<file path="config.mk">
export PLATFORM = sky130hd
export DESIGN_NAME = drs_event_unpacker_flat
export DESIGN_NICKNAME = d
export VERILOG_FILES = /design/src/rtl/drs_pkg.sv /design/src/rtl/drs_event_unpacker_if.sv /design/src/rtl/drs_word_skid.sv /design/src/rtl/drs_event_unpacker.sv /design/src/flat_wrapper.sv
export SDC_FILE = /design/constraint.sdc
export NUM_CORES = 1
export LEC_CHECK = 0
export CAP_MARGIN = 20
export CELL_PAD_IN_SITES_DETAIL_PLACEMENT = 1
export CELL_PAD_IN_SITES_GLOBAL_PLACEMENT = 1
export CORE_MARGIN = 10
export CORE_UTILIZATION = 40
export DETAILED_ROUTE_END_ITERATION = 7
export PLACE_DENSITY_LB_ADDON = 0.1
export RECOVER_POWER = 25
export REMOVE_ABC_BUFFERS = 1
export SLEW_MARGIN = 20
export SYNTH_ARGS = -nofsm -noshare
export SYNTH_HDL_FRONTEND = slang
export SYNTH_SLANG_ARGS = --single-unit
export TNS_END_PERCENT = 20
</file>
<file path="constraint.sdc">
create_clock -name CLK -period 12.22 [get_ports CLK]
set_input_delay 2.444 -clock CLK [delete_from_list [all_inputs] [get_ports CLK]]
set_output_delay 2.444 -clock CLK [all_outputs]
set_load 0.005 [all_outputs]
</file>
<file path="src/rtl/drs_pkg.sv">
// Shared types and field constants for the DRS readout FIFO event unpacker.
package drs_pkg;

  localparam int DEPTH_W = 13;

  localparam logic [15:0] HDR0_RSV_MASK = 16'hFFFE;

  localparam int HDR1_CH_HI   = 11;
  localparam int HDR1_CH_LO   = 10;
  localparam int HDR1_CELL_HI = 9;
  localparam int HDR1_CELL_LO = 0;
  localparam int RSV_HI       = 15;
  localparam int RSV_LO       = 12;

  typedef enum logic [1:0] {
    HDR0,
    HDR1,
    SAMP_A,
    SAMP_B
  } st_t;

  typedef struct packed {
    logic [RSV_LO-1:0]  data;
    logic               ch;
    logic [DEPTH_W-1:0] idx;
    logic               last;
  } samp_t;

endpackage

</file>
<file path="src/rtl/drs_event_unpacker_if.sv">
// Sample stream toward the event builder (valid/ready).
interface drs_event_unpacker_if;
  import drs_pkg::*;

  logic               OUT_VALID;
  logic               OUT_READY;
  logic [11:0]        OUT_DATA;
  logic               OUT_CH;
  logic [DEPTH_W-1:0] OUT_IDX;
  logic               OUT_LAST;

  modport master (
    output OUT_VALID, OUT_DATA, OUT_CH,
    output OUT_IDX, OUT_LAST,
    input  OUT_READY
  );

  modport slave (
    input  OUT_VALID, OUT_DATA, OUT_CH,
    input  OUT_IDX, OUT_LAST,
    output OUT_READY
  );

endinterface

</file>
<file path="src/rtl/drs_word_skid.sv">
// Byte-to-word assembler (low byte first) plus output register and one-word skid.
module drs_word_skid
  import drs_pkg::*;
(
  input  logic        CLK,
  input  logic        RST,
  input  logic        FIFO_EMPTY,
  input  logic        FIFO_VALID,
  input  logic [7:0]  FIFO_DOUT,
  output logic        FIFO_RD_EN,
  input  logic        flush,
  output logic        w_vld,
  output logic [15:0] w_data,
  output logic        mid_word,
  input  logic        push,
  input  samp_t       push_s,
  drs_event_unpacker_if.master out_if
);

  logic       hi_ph;
  logic [7:0] lo_q;
  samp_t      out_q;
  samp_t      skd_q;
  logic       out_v;
  logic       skd_v;
  logic       xfer;

  assign w_vld      = FIFO_VALID & hi_ph;
  assign w_data     = {FIFO_DOUT, lo_q};
  assign mid_word   = hi_ph;
  // Read stalls only on a full skid; one in-flight low byte still lands in lo_q.
  assign FIFO_RD_EN = ~FIFO_EMPTY & ~skd_v;
  assign xfer       = out_v & out_if.OUT_READY;

  assign out_if.OUT_VALID = out_v;
  assign out_if.OUT_DATA  = out_q.data;
  assign out_if.OUT_CH    = out_q.ch;
  assign out_if.OUT_IDX   = out_q.idx;
  assign out_if.OUT_LAST  = out_q.last;

  always_ff @(posedge CLK or posedge RST) begin
    if (RST) begin
      hi_ph <= 1'b0;
      lo_q  <= '0;
      out_q <= '0;
      skd_q <= '0;
      out_v <= 1'b0;
      skd_v <= 1'b0;
    end else begin
      if (flush) begin
        hi_ph <= 1'b0;
      end else if (FIFO_VALID) begin
        if (!hi_ph) lo_q <= FIFO_DOUT;
        hi_ph <= ~hi_ph;
      end

      if (!out_v || xfer) begin
        out_v <= skd_v | push;
        if (skd_v) begin
          out_q <= skd_q;
          skd_v <= push;
          if (push) skd_q <= push_s;
        end else if (push) begin
          out_q <= push_s;
        end
      end else if (push) begin
        skd_v <= 1'b1;
        skd_q <= push_s;
      end

      if (flush) skd_v <= 1'b0;
    end
  end

endmodule

</file>
<file path="src/rtl/drs_event_unpacker.sv">
// DRS readout FIFO event parser: header decode and A/B sample stream.
// DRS_UNPACK_TIMEOUT_EN adds a mid-event byte-starvation watchdog.
module drs_event_unpacker
  import drs_pkg::*;
#(
  parameter int TIMEOUT_CYC = 4096,
  parameter int CNT_W       = 16
) (
  input  logic               CLK,
  input  logic               RST,
  input  logic [DEPTH_W-1:0] READDEPTH,
  input  logic               FIFO_EMPTY,
  input  logic               FIFO_VALID,
  input  logic [7:0]         FIFO_DOUT,
  output logic               FIFO_RD_EN,
  output logic               HDR_VALID,
  output logic               HDR_STOPCH_FLAG,
  output logic [1:0]         HDR_STOPCH,
  output logic [9:0]         HDR_STOPCELL,
  output logic               FMT_ERR,
  output logic [CNT_W-1:0]   EVT_CNT,
  drs_event_unpacker_if.master out_if
);

  st_t                st;
  logic [DEPTH_W-1:0] d_q;
  logic [DEPTH_W-1:0] idx_q;
  logic               flag_q;
  logic               w_vld;
  logic [15:0]        w;
  logic               mid_word;
  logic               push;
  logic               flush;
  logic               at_end;
  logic               rsv_bad;
  samp_t              push_s;

  drs_word_skid u_skid (
    .CLK        (CLK),
    .RST        (RST),
    .FIFO_EMPTY (FIFO_EMPTY),
    .FIFO_VALID (FIFO_VALID),
    .FIFO_DOUT  (FIFO_DOUT),
    .FIFO_RD_EN (FIFO_RD_EN),
    .flush      (flush),
    .w_vld      (w_vld),
    .w_data     (w),
    .mid_word   (mid_word),
    .push       (push),
    .push_s     (push_s),
    .out_if     (out_if)
  );

  assign at_end  = idx_q == d_q - DEPTH_W'(1);
  assign rsv_bad = |w[RSV_HI:RSV_LO];
  assign push    = w_vld & ((st == SAMP_A) | (st == SAMP_B));

  always_comb begin
    push_s      = '0;
    push_s.data = w[RSV_LO-1:0];
    push_s.ch   = st == SAMP_B;
    push_s.idx  = idx_q;
    push_s.last = (st == SAMP_B) & at_end;
  end

`ifdef DRS_UNPACK_TIMEOUT_EN
  localparam int WD_W = $clog2(TIMEOUT_CYC + 1);

  logic [WD_W-1:0] wd_q;
  logic            busy;

  assign busy  = (st != HDR0) | mid_word;
  assign flush = busy & ~FIFO_VALID &
                 (wd_q == WD_W'(TIMEOUT_CYC - 1));

  always_ff @(posedge CLK or posedge RST) begin
    if (RST) begin
      wd_q <= '0;
    end else if (FIFO_VALID || !busy || flush) begin
      wd_q <= '0;
    end else begin
      wd_q <= wd_q + WD_W'(1);
    end
  end
`else
  logic unused_to;

  assign flush     = 1'b0;
  assign unused_to = (|TIMEOUT_CYC) | mid_word;
`endif

  always_ff @(posedge CLK or posedge RST) begin
    if (RST) begin
      st              <= HDR0;
      d_q             <= '0;
      idx_q           <= '0;
      flag_q          <= 1'b0;
      HDR_VALID       <= 1'b0;
      HDR_STOPCH_FLAG <= 1'b0;
      HDR_STOPCH      <= '0;
      HDR_STOPCELL    <= '0;
      FMT_ERR         <= 1'b0;
      EVT_CNT         <= '0;
    end else begin
      HDR_VALID <= 1'b0;
      if (w_vld) begin
        unique case (st)
          HDR0: begin
            if ((w & HDR0_RSV_MASK) == 16'h0000) begin
              flag_q <= w[0];
              d_q    <= READDEPTH;
              st     <= HDR1;
            end else begin
              FMT_ERR <= 1'b1;
            end
          end
          HDR1: begin
            // Header outputs swap together so they hold until the next pulse.
            HDR_STOPCH_FLAG <= flag_q;
            HDR_STOPCH      <= w[HDR1_CH_HI:HDR1_CH_LO];
            HDR_STOPCELL    <= w[HDR1_CELL_HI:HDR1_CELL_LO];
            HDR_VALID       <= 1'b1;
            idx_q           <= '0;
            if (rsv_bad) FMT_ERR <= 1'b1;
            if (d_q == '0) begin
              EVT_CNT <= EVT_CNT + CNT_W'(1);
              st      <= HDR0;
            end else begin
              st <= SAMP_A;
            end
          end
          SAMP_A: begin
            if (rsv_bad) FMT_ERR <= 1'b1;
            if (at_end) begin
              st    <= SAMP_B;
              idx_q <= '0;
            end else begin
              idx_q <= idx_q + DEPTH_W'(1);
            end
          end
          SAMP_B: begin
            if (rsv_bad) FMT_ERR <= 1'b1;
            if (at_end) begin
              EVT_CNT <= EVT_CNT + CNT_W'(1);
              st      <= HDR0;
            end else begin
              idx_q <= idx_q + DEPTH_W'(1);
            end
          end
          default: st <= HDR0;
        endcase
      end
      if (flush) begin
        st      <= HDR0;
        FMT_ERR <= 1'b1;
      end
    end
  end

endmodule

</file>
<file path="src/flat_wrapper.sv">
// flat-port wrapper written by rule: the top's interface ports become plain ports
module drs_event_unpacker_flat import drs_pkg::*;
#(
  parameter int TIMEOUT_CYC = 4096,
  parameter int CNT_W       = 16
)
  (CLK, RST, READDEPTH, FIFO_EMPTY, FIFO_VALID, FIFO_DOUT, FIFO_RD_EN, HDR_VALID, HDR_STOPCH_FLAG, HDR_STOPCH, HDR_STOPCELL, FMT_ERR, EVT_CNT, out_if_OUT_VALID, out_if_OUT_DATA, out_if_OUT_CH, out_if_OUT_IDX, out_if_OUT_LAST, out_if_OUT_READY);
  drs_event_unpacker_if out_if_i ();
  input  logic CLK;
  input  logic RST;
  input  logic [DEPTH_W-1:0] READDEPTH;
  input  logic FIFO_EMPTY;
  input  logic FIFO_VALID;
  input  logic [7:0] FIFO_DOUT;
  output logic FIFO_RD_EN;
  output logic HDR_VALID;
  output logic HDR_STOPCH_FLAG;
  output logic [1:0] HDR_STOPCH;
  output logic [9:0] HDR_STOPCELL;
  output logic FMT_ERR;
  output logic [CNT_W-1:0] EVT_CNT;
  output wire logic [$bits(out_if_i.OUT_VALID)-1:0] out_if_OUT_VALID;
  output wire logic [$bits(out_if_i.OUT_DATA)-1:0] out_if_OUT_DATA;
  output wire logic [$bits(out_if_i.OUT_CH)-1:0] out_if_OUT_CH;
  output wire logic [$bits(out_if_i.OUT_IDX)-1:0] out_if_OUT_IDX;
  output wire logic [$bits(out_if_i.OUT_LAST)-1:0] out_if_OUT_LAST;
  input wire logic [$bits(out_if_i.OUT_READY)-1:0] out_if_OUT_READY;
  assign out_if_OUT_VALID = out_if_i.OUT_VALID;
  assign out_if_OUT_DATA = out_if_i.OUT_DATA;
  assign out_if_OUT_CH = out_if_i.OUT_CH;
  assign out_if_OUT_IDX = out_if_i.OUT_IDX;
  assign out_if_OUT_LAST = out_if_i.OUT_LAST;
  assign out_if_i.OUT_READY = out_if_OUT_READY;
  drs_event_unpacker #(.TIMEOUT_CYC(TIMEOUT_CYC), .CNT_W(CNT_W)) u_core (.CLK(CLK), .RST(RST), .READDEPTH(READDEPTH), .FIFO_EMPTY(FIFO_EMPTY), .FIFO_VALID(FIFO_VALID), .FIFO_DOUT(FIFO_DOUT), .FIFO_RD_EN(FIFO_RD_EN), .HDR_VALID(HDR_VALID), .HDR_STOPCH_FLAG(HDR_STOPCH_FLAG), .HDR_STOPCH(HDR_STOPCH), .HDR_STOPCELL(HDR_STOPCELL), .FMT_ERR(FMT_ERR), .EVT_CNT(EVT_CNT), .out_if(out_if_i));
endmodule
</file>
# Word-level counts from Yosys, hierarchy flattened
# Cells that the tools add are included.
classes:
  n_addsub: 3
  n_mul: 0
  div: 0
  order_cmp: 0
  eq_ne: 12
  shifts: 0
  mux: 24
  bitwise_logic: 10
  reduce_logical: 19
op_table:
  columns: ["operator", "n"]
  rows:
  - ["27-bit 2-to-1 mux", 5]
  - ["13-bit one-hot mux with 3 select lines", 1]
  - ["16-bit 2-to-1 mux", 2]
  - ["16-bit one-hot mux with 2 select lines", 1]
  - ["13-bit 2-to-1 mux", 2]
  - ["16-bit by 1-bit adder with 16-bit output, second input constant", 1]
  - ["16-bit logical NOT", 1]
  - ["13-bit by 1-bit adder with 13-bit output, second input constant", 1]
  - ["13-bit == test", 1]
  - ["13-bit logical NOT", 1]
  - ["13-bit by 1-bit subtractor with 13-bit output, second input constant", 1]
  - ["2-bit by 1-bit != test with 1-bit output, second input constant", 5]
  - ["3-bit AND reduction", 3]
  - ["2-bit 2-to-1 mux", 4]
  - ["2-bit one-hot mux with 4 select lines", 1]
  - ["4-bit AND reduction", 2]
  - ["1-bit 2-to-1 mux", 7]
  - ["2-bit != test, second input constant", 3]
  - ["2-bit AND reduction", 3]
  - ["2-bit nonzero test", 3]
  - ["1-bit AND", 5]
  - ["2-bit == test, second input constant", 2]
  - ["4-bit OR reduction", 1]
  - ["1-bit inverter", 3]
  - ["other kinds (8)", 9]
word_totals:
  regBits: 125
  latchBits: 0
  mem_bits_rw: 0
  romBits: 0
  input_bits: 26
  out_inout_bits: 60
  mem_count: 0

# Depth between registers and ports, before layout
depth:
  depth_word: 6
  depth_mapped: 12

# Cells and area by module
# A second synthesis with hierarchy kept.
unflattened:
  hier_cells: 526
  hier_area_um2: 6236.0
modules_own_cells:
  columns: ["module", "instances", "cells_per_inst", "area_per_inst_um2", "seq_area_each_um2"]
  rows:
  - ["drs_event_unpacker", 1, 343, 3284.4, 1501.4]
  - ["drs_word_skid", 1, 183, 2951.6, 1626.6]

# Worst setup path after synthesis
# Ideal clock, no wire load.
synth_path:
  kind: "input port to output port"
  start: "input port FIFO_EMPTY"
  end: "output port FIFO_RD_EN"
  arrival_ns: 2.539
  required_ns: 9.776
  setup_slack_ns: 7.237
  path_stages: 1
  cell_sequence: "nor2_1"
synth_via:
  elab_chain_cells: 2
synth_lines:
  columns: ["element", "line", "rtl"]
  rows:
  - ["start: declaration", "flat_wrapper.sv:12", "input logic FIFO_EMPTY;"]
  - ["1-bit inverter", "drs_word_skid.sv:32", "assign FIFO_RD_EN = ~FIFO_EMPTY & ~skd_v;"]
  - ["1-bit AND", "drs_word_skid.sv:32", null]
  - ["end: declaration", "flat_wrapper.sv:15", "output logic FIFO_RD_EN;"]
# No other way between the ends.

# Worst setup path in the final report
# Ends and elaborated chain as after synthesis.

==> impl_metrics.tcl <==
set metrics [dict create \
    effective_utilization_at_floorplan_pct 40.5 \
    dpl.hpwl_um 10000 \
    worst_path_cell_chain "clkdlybuf4s50_1 > nor2_1 > clkdlybuf4s50_1" \
    synth.yosys.warnings 0 \
    drtPass1Iterations 4 \
    grt_pass1_vias 4776 \
    ctsRootBufferMaster "sky130_fd_sc_hd__clkbuf_16" \
    cts-buffers-inserted 17 \
    ys_seq_area_share_pct 53.3 \
    setup_repair_after_global_routing_missed_its_margin "false" \
    core_um2 14500 \
    most-common-layout-cells "sky130_fd_sc_hd__dfrtp_1, sky130_fd_sc_hd__nand2_1, sky130_fd_sc_hd__clkdlybuf4s50_1" \
    layout.nets 646 \
    grt_remaining_overflow 0 \
    timing.final.setup_violations 0 \
    report.final.hold_viol_count 0 \
    timing.max_slew.rel_slack_pct -108 \
    period_minus_slack_ps 5870 \
    data_arrival_time_of_the_critical_path_ps 3430 \
    synth.ff_latch_count 125 \
    cp-startpoint "FIFO_EMPTY" \
    finalWeightedCongestion 0.775 \
    dp_slack_ps 6340 \
    timing.rr.end "u_core.idx_q[0]" \
    power.ir.vdd_worst_mv 0.108 \
    clk_pin_slew_worst_paths_ps 50 \
    die_height_um 141 \
    layout.filler_cells 1557 \
    via_count 4371 \
    layout_setup_ws_ps 6350 \
    dp_cells 781 \
    cts_resized 0 \
    antennaDiodeCount 0 \
    multi_input_comb_area_um2 2560 \
    routed_via_density 5.37 \
    min-delay-path-class "flop to flop" \
    global_route.usage.total_pct 15.5 \
    post-cts-setup-buffers 0 \
    die_w_um 141 \
    startpoint_type "input pin" \
    synth_ff_type "sky130_fd_sc_hd__dfrtp_1" \
    r2r.worst_path.cells 10 \
    floorplan.io_pins 86 \
    setup.reg_to_reg.worst_slack_ps 8630 \
    floorplan.die_area_um2 19900 \
    detail_route_antenna_nets 0 \
    worst_slew_pin_slew_ps 3110 \
    cp_num_cells 3 \
    antenna_violations_before_repair 0 \
    max-clock-path-buffers 2 \
    timing_max_transition_violations_final 109 \
    cap_viol_max_count 3 \
    critPathMostFrequentCell "sky130_fd_sc_hd__clkdlybuf4s50_1" \
    number_of_distinct_library_cells_after_synthesis 56 \
    post_synth_edffs 0 \
    detail_route.drc_violations 0 \
    synthesis.area_per_instance_um2 10.8 \
    hold_buffers_post_cts 0 \
    regToRegStartpoint "u_core.d_q[0]" \
    postSynth.asyncResetShare_pct 100 \
    worst_path_dominant_cell_family "buffers and inverters" \
    clock-sinks 125 \
    rows 44 \
    port-buffer-count 85 \
    critPathCapture "FIFO_RD_EN" \
    grt_max_degree 70 \
    routed_wl_um 15000 \
    drive_gt1_share_pct 14.6 \
    critical_path_required_ps 9780 \
    synth.cell_area_um2 5870 \
    cp-end-kind "primary output" \
    path_class "input pin to primary output" \
    status "finished with violations" \
    clock_latency_of_the_later_clocked_register_in_the_worst_skew_pair_ps 420 \
    wire_length_of_the_first_global_routing_pass_um 24900 \
    max_freq_mhz 170 \
    cpPeakStageDelay_ps 510 \
    timing.setup.tns_ps 0 \
    cp_num_buf_inv 2 \
    power.density_cell_area_nw_per_um2 139 \
    finish.utilization_pct 51.4 \
    clock_skew_ps 9.79 \
    finish.cell_count_without_fillers 814 \
    areaGrowthSynthToFinish_pct 26.9 \
    postSynthCellCount 545 \
    period_share_pct 48.1 \
    violations "capacitance limit, slew limit" \
    crit_path_top_delay_cell "sky130_fd_sc_hd__clkdlybuf4s50_1" \
    cp_max_fo 1 \
    ff_latch_area_um2 3130 \
    layout_commonest_cell "sky130_fd_sc_hd__dfrtp_1" \
    p_leak_nw 3.32 \
    tritoncts "done" \
    routedWlPerCell_um 18.4 \
    drt_iter0_drc 138 \
    ctsHtreeMaxLevel 4 \
]
## final cells by class
cell class,count,share of cell area [%]
tap,184,3.09
clock buffer,23,6.55
inverter,6,0.319
sequential,125,42.0
clock inverter,9,1.48
timing repair buffer,89,12.1
multi-input combinational,378,34.4
## state kept, by name (all words and copies together), names as in the netlist, named ones only
name	flops
u_core.u_skid.skd_q	27
u_core.EVT_CNT	16
u_core.d_q	13
u_core.idx_q	13
u_core.u_skid.out_if.OUT_IDX	13
u_core.u_skid.out_if.OUT_DATA	12
u_core.HDR_STOPCELL	10
u_core.u_skid.lo_q	8
u_core.HDR_STOPCH	2
u_core.FMT_ERR	1
u_core.HDR_STOPCH_FLAG	1
u_core.HDR_VALID	1
u_core.flag_q	1
u_core.st	1
u_core.u_skid.mid_word	1
u_core.u_skid.out_if.OUT_CH	1
u_core.u_skid.out_if.OUT_LAST	1
u_core.u_skid.out_if.OUT_VALID	1
u_core.u_skid.skd_v	1
## through the flow
step | cell area, µm² | hold WS (ps) | power [mW]
finish | 7450 | 471 | 1.04
global route | 7450 | 497 | 1.08
CTS | 7440 | 475 | 1.05
detailed placement | 6840 | 463 | 0.534
global placement | 6840 | 455 | 0.529
floorplan | 5720 | 435 | 0.500
## how the worst min path moves through the flow
| stage | start | endpoint | slack, ps | depth (start not counted) |
|---|---|---|---|---|
| 6_report | u_core.u_skid.out_if.OUT_IDX[7] | u_core.u_skid.out_if.OUT_IDX[7] | 470 | 2 |
| 4_1_cts | u_core.flag_q | u_core.HDR_STOPCH_FLAG | 480 | 2 |
| 3_5_place_dp | u_core.flag_q | u_core.HDR_STOPCH_FLAG | 460 | 2 |
| 5_1_grt | u_core.u_skid.out_if.OUT_IDX[7] | u_core.u_skid.out_if.OUT_IDX[7] | 500 | 2 |
| 2_1_floorplan | u_core.flag_q | u_core.HDR_STOPCH_FLAG | 430 | 2 |
| 3_3_place_gp | u_core.flag_q | u_core.HDR_STOPCH_FLAG | 450 | 2 |
## worst reg2reg max path, delay by kind of cell, from the launching register on
family	cells	cell delay (ps)
AND/OR/NAND/NOR	4	1470
AO/OA/AOI/OAI	4	1250
flip-flops	1	420
adder cells (fa/ha/maj)	1	270
buffers and inverters	1	100
## cells in the mapped netlist (all sizes together) (2+ instances only)
cell | n | area, µm²
nor3 | 10 | 50.1
and2 | 4 | 25.0
or3 | 11 | 73.8
inv | 6 | 22.5
nor2b | 5 | 31.3
dfrtp | 125 | 3130
clkbuf | 29 | 109
nand4 | 10 | 75.1
buf | 7 | 45.0
mux2i | 26 | 260
nor4 | 4 | 25.0
xor2 | 7 | 61.3
o41ai | 2 | 25.0
a21o | 8 | 60.1
o22ai | 3 | 32.5
a21oi | 4 | 20.0
and3 | 6 | 37.5
xnor2 | 23 | 201
nand3 | 21 | 105
ha | 3 | 37.5
or2 | 4 | 25.0
o32a | 3 | 30.0
o21ai | 38 | 190
a211oi | 2 | 15.0
o21bai | 3 | 22.5
nor2 | 12 | 52.6
a31oi | 3 | 18.8
o32ai | 6 | 52.6
nand2 | 96 | 360
mux2 | 46 | 518
## cell families after synthesis
kind of cell    after synthesis  synth area share, %
simple gates                192                 16.0
buf+inv                      42                 3.01
flops                       125                 53.3
xor+xnor                     30                 4.48
compound gates               81                 9.36
mux                          72                 13.3
fa+ha+maj                     3                0.640
## report_power, final
group	total, mW	leakage (nW)	switching, mW	internal (mW)
registers	0.461	1.65	0.0279	0.433
logic	0.0658	1.38	0.0308	0.0349
clock network	0.512	0.286	0.189	0.322
## routing by layer
layer  part of all wire [%]  routed length (µm)  global-route usage, %
met3                    4.7                 707                   4.50
met5                      0                   0                      0
met4                    1.6                 240                   5.76
met1                     45                6790                   19.2
met2                     48                7280                   24.8
(Power assumes the default switching activity.)
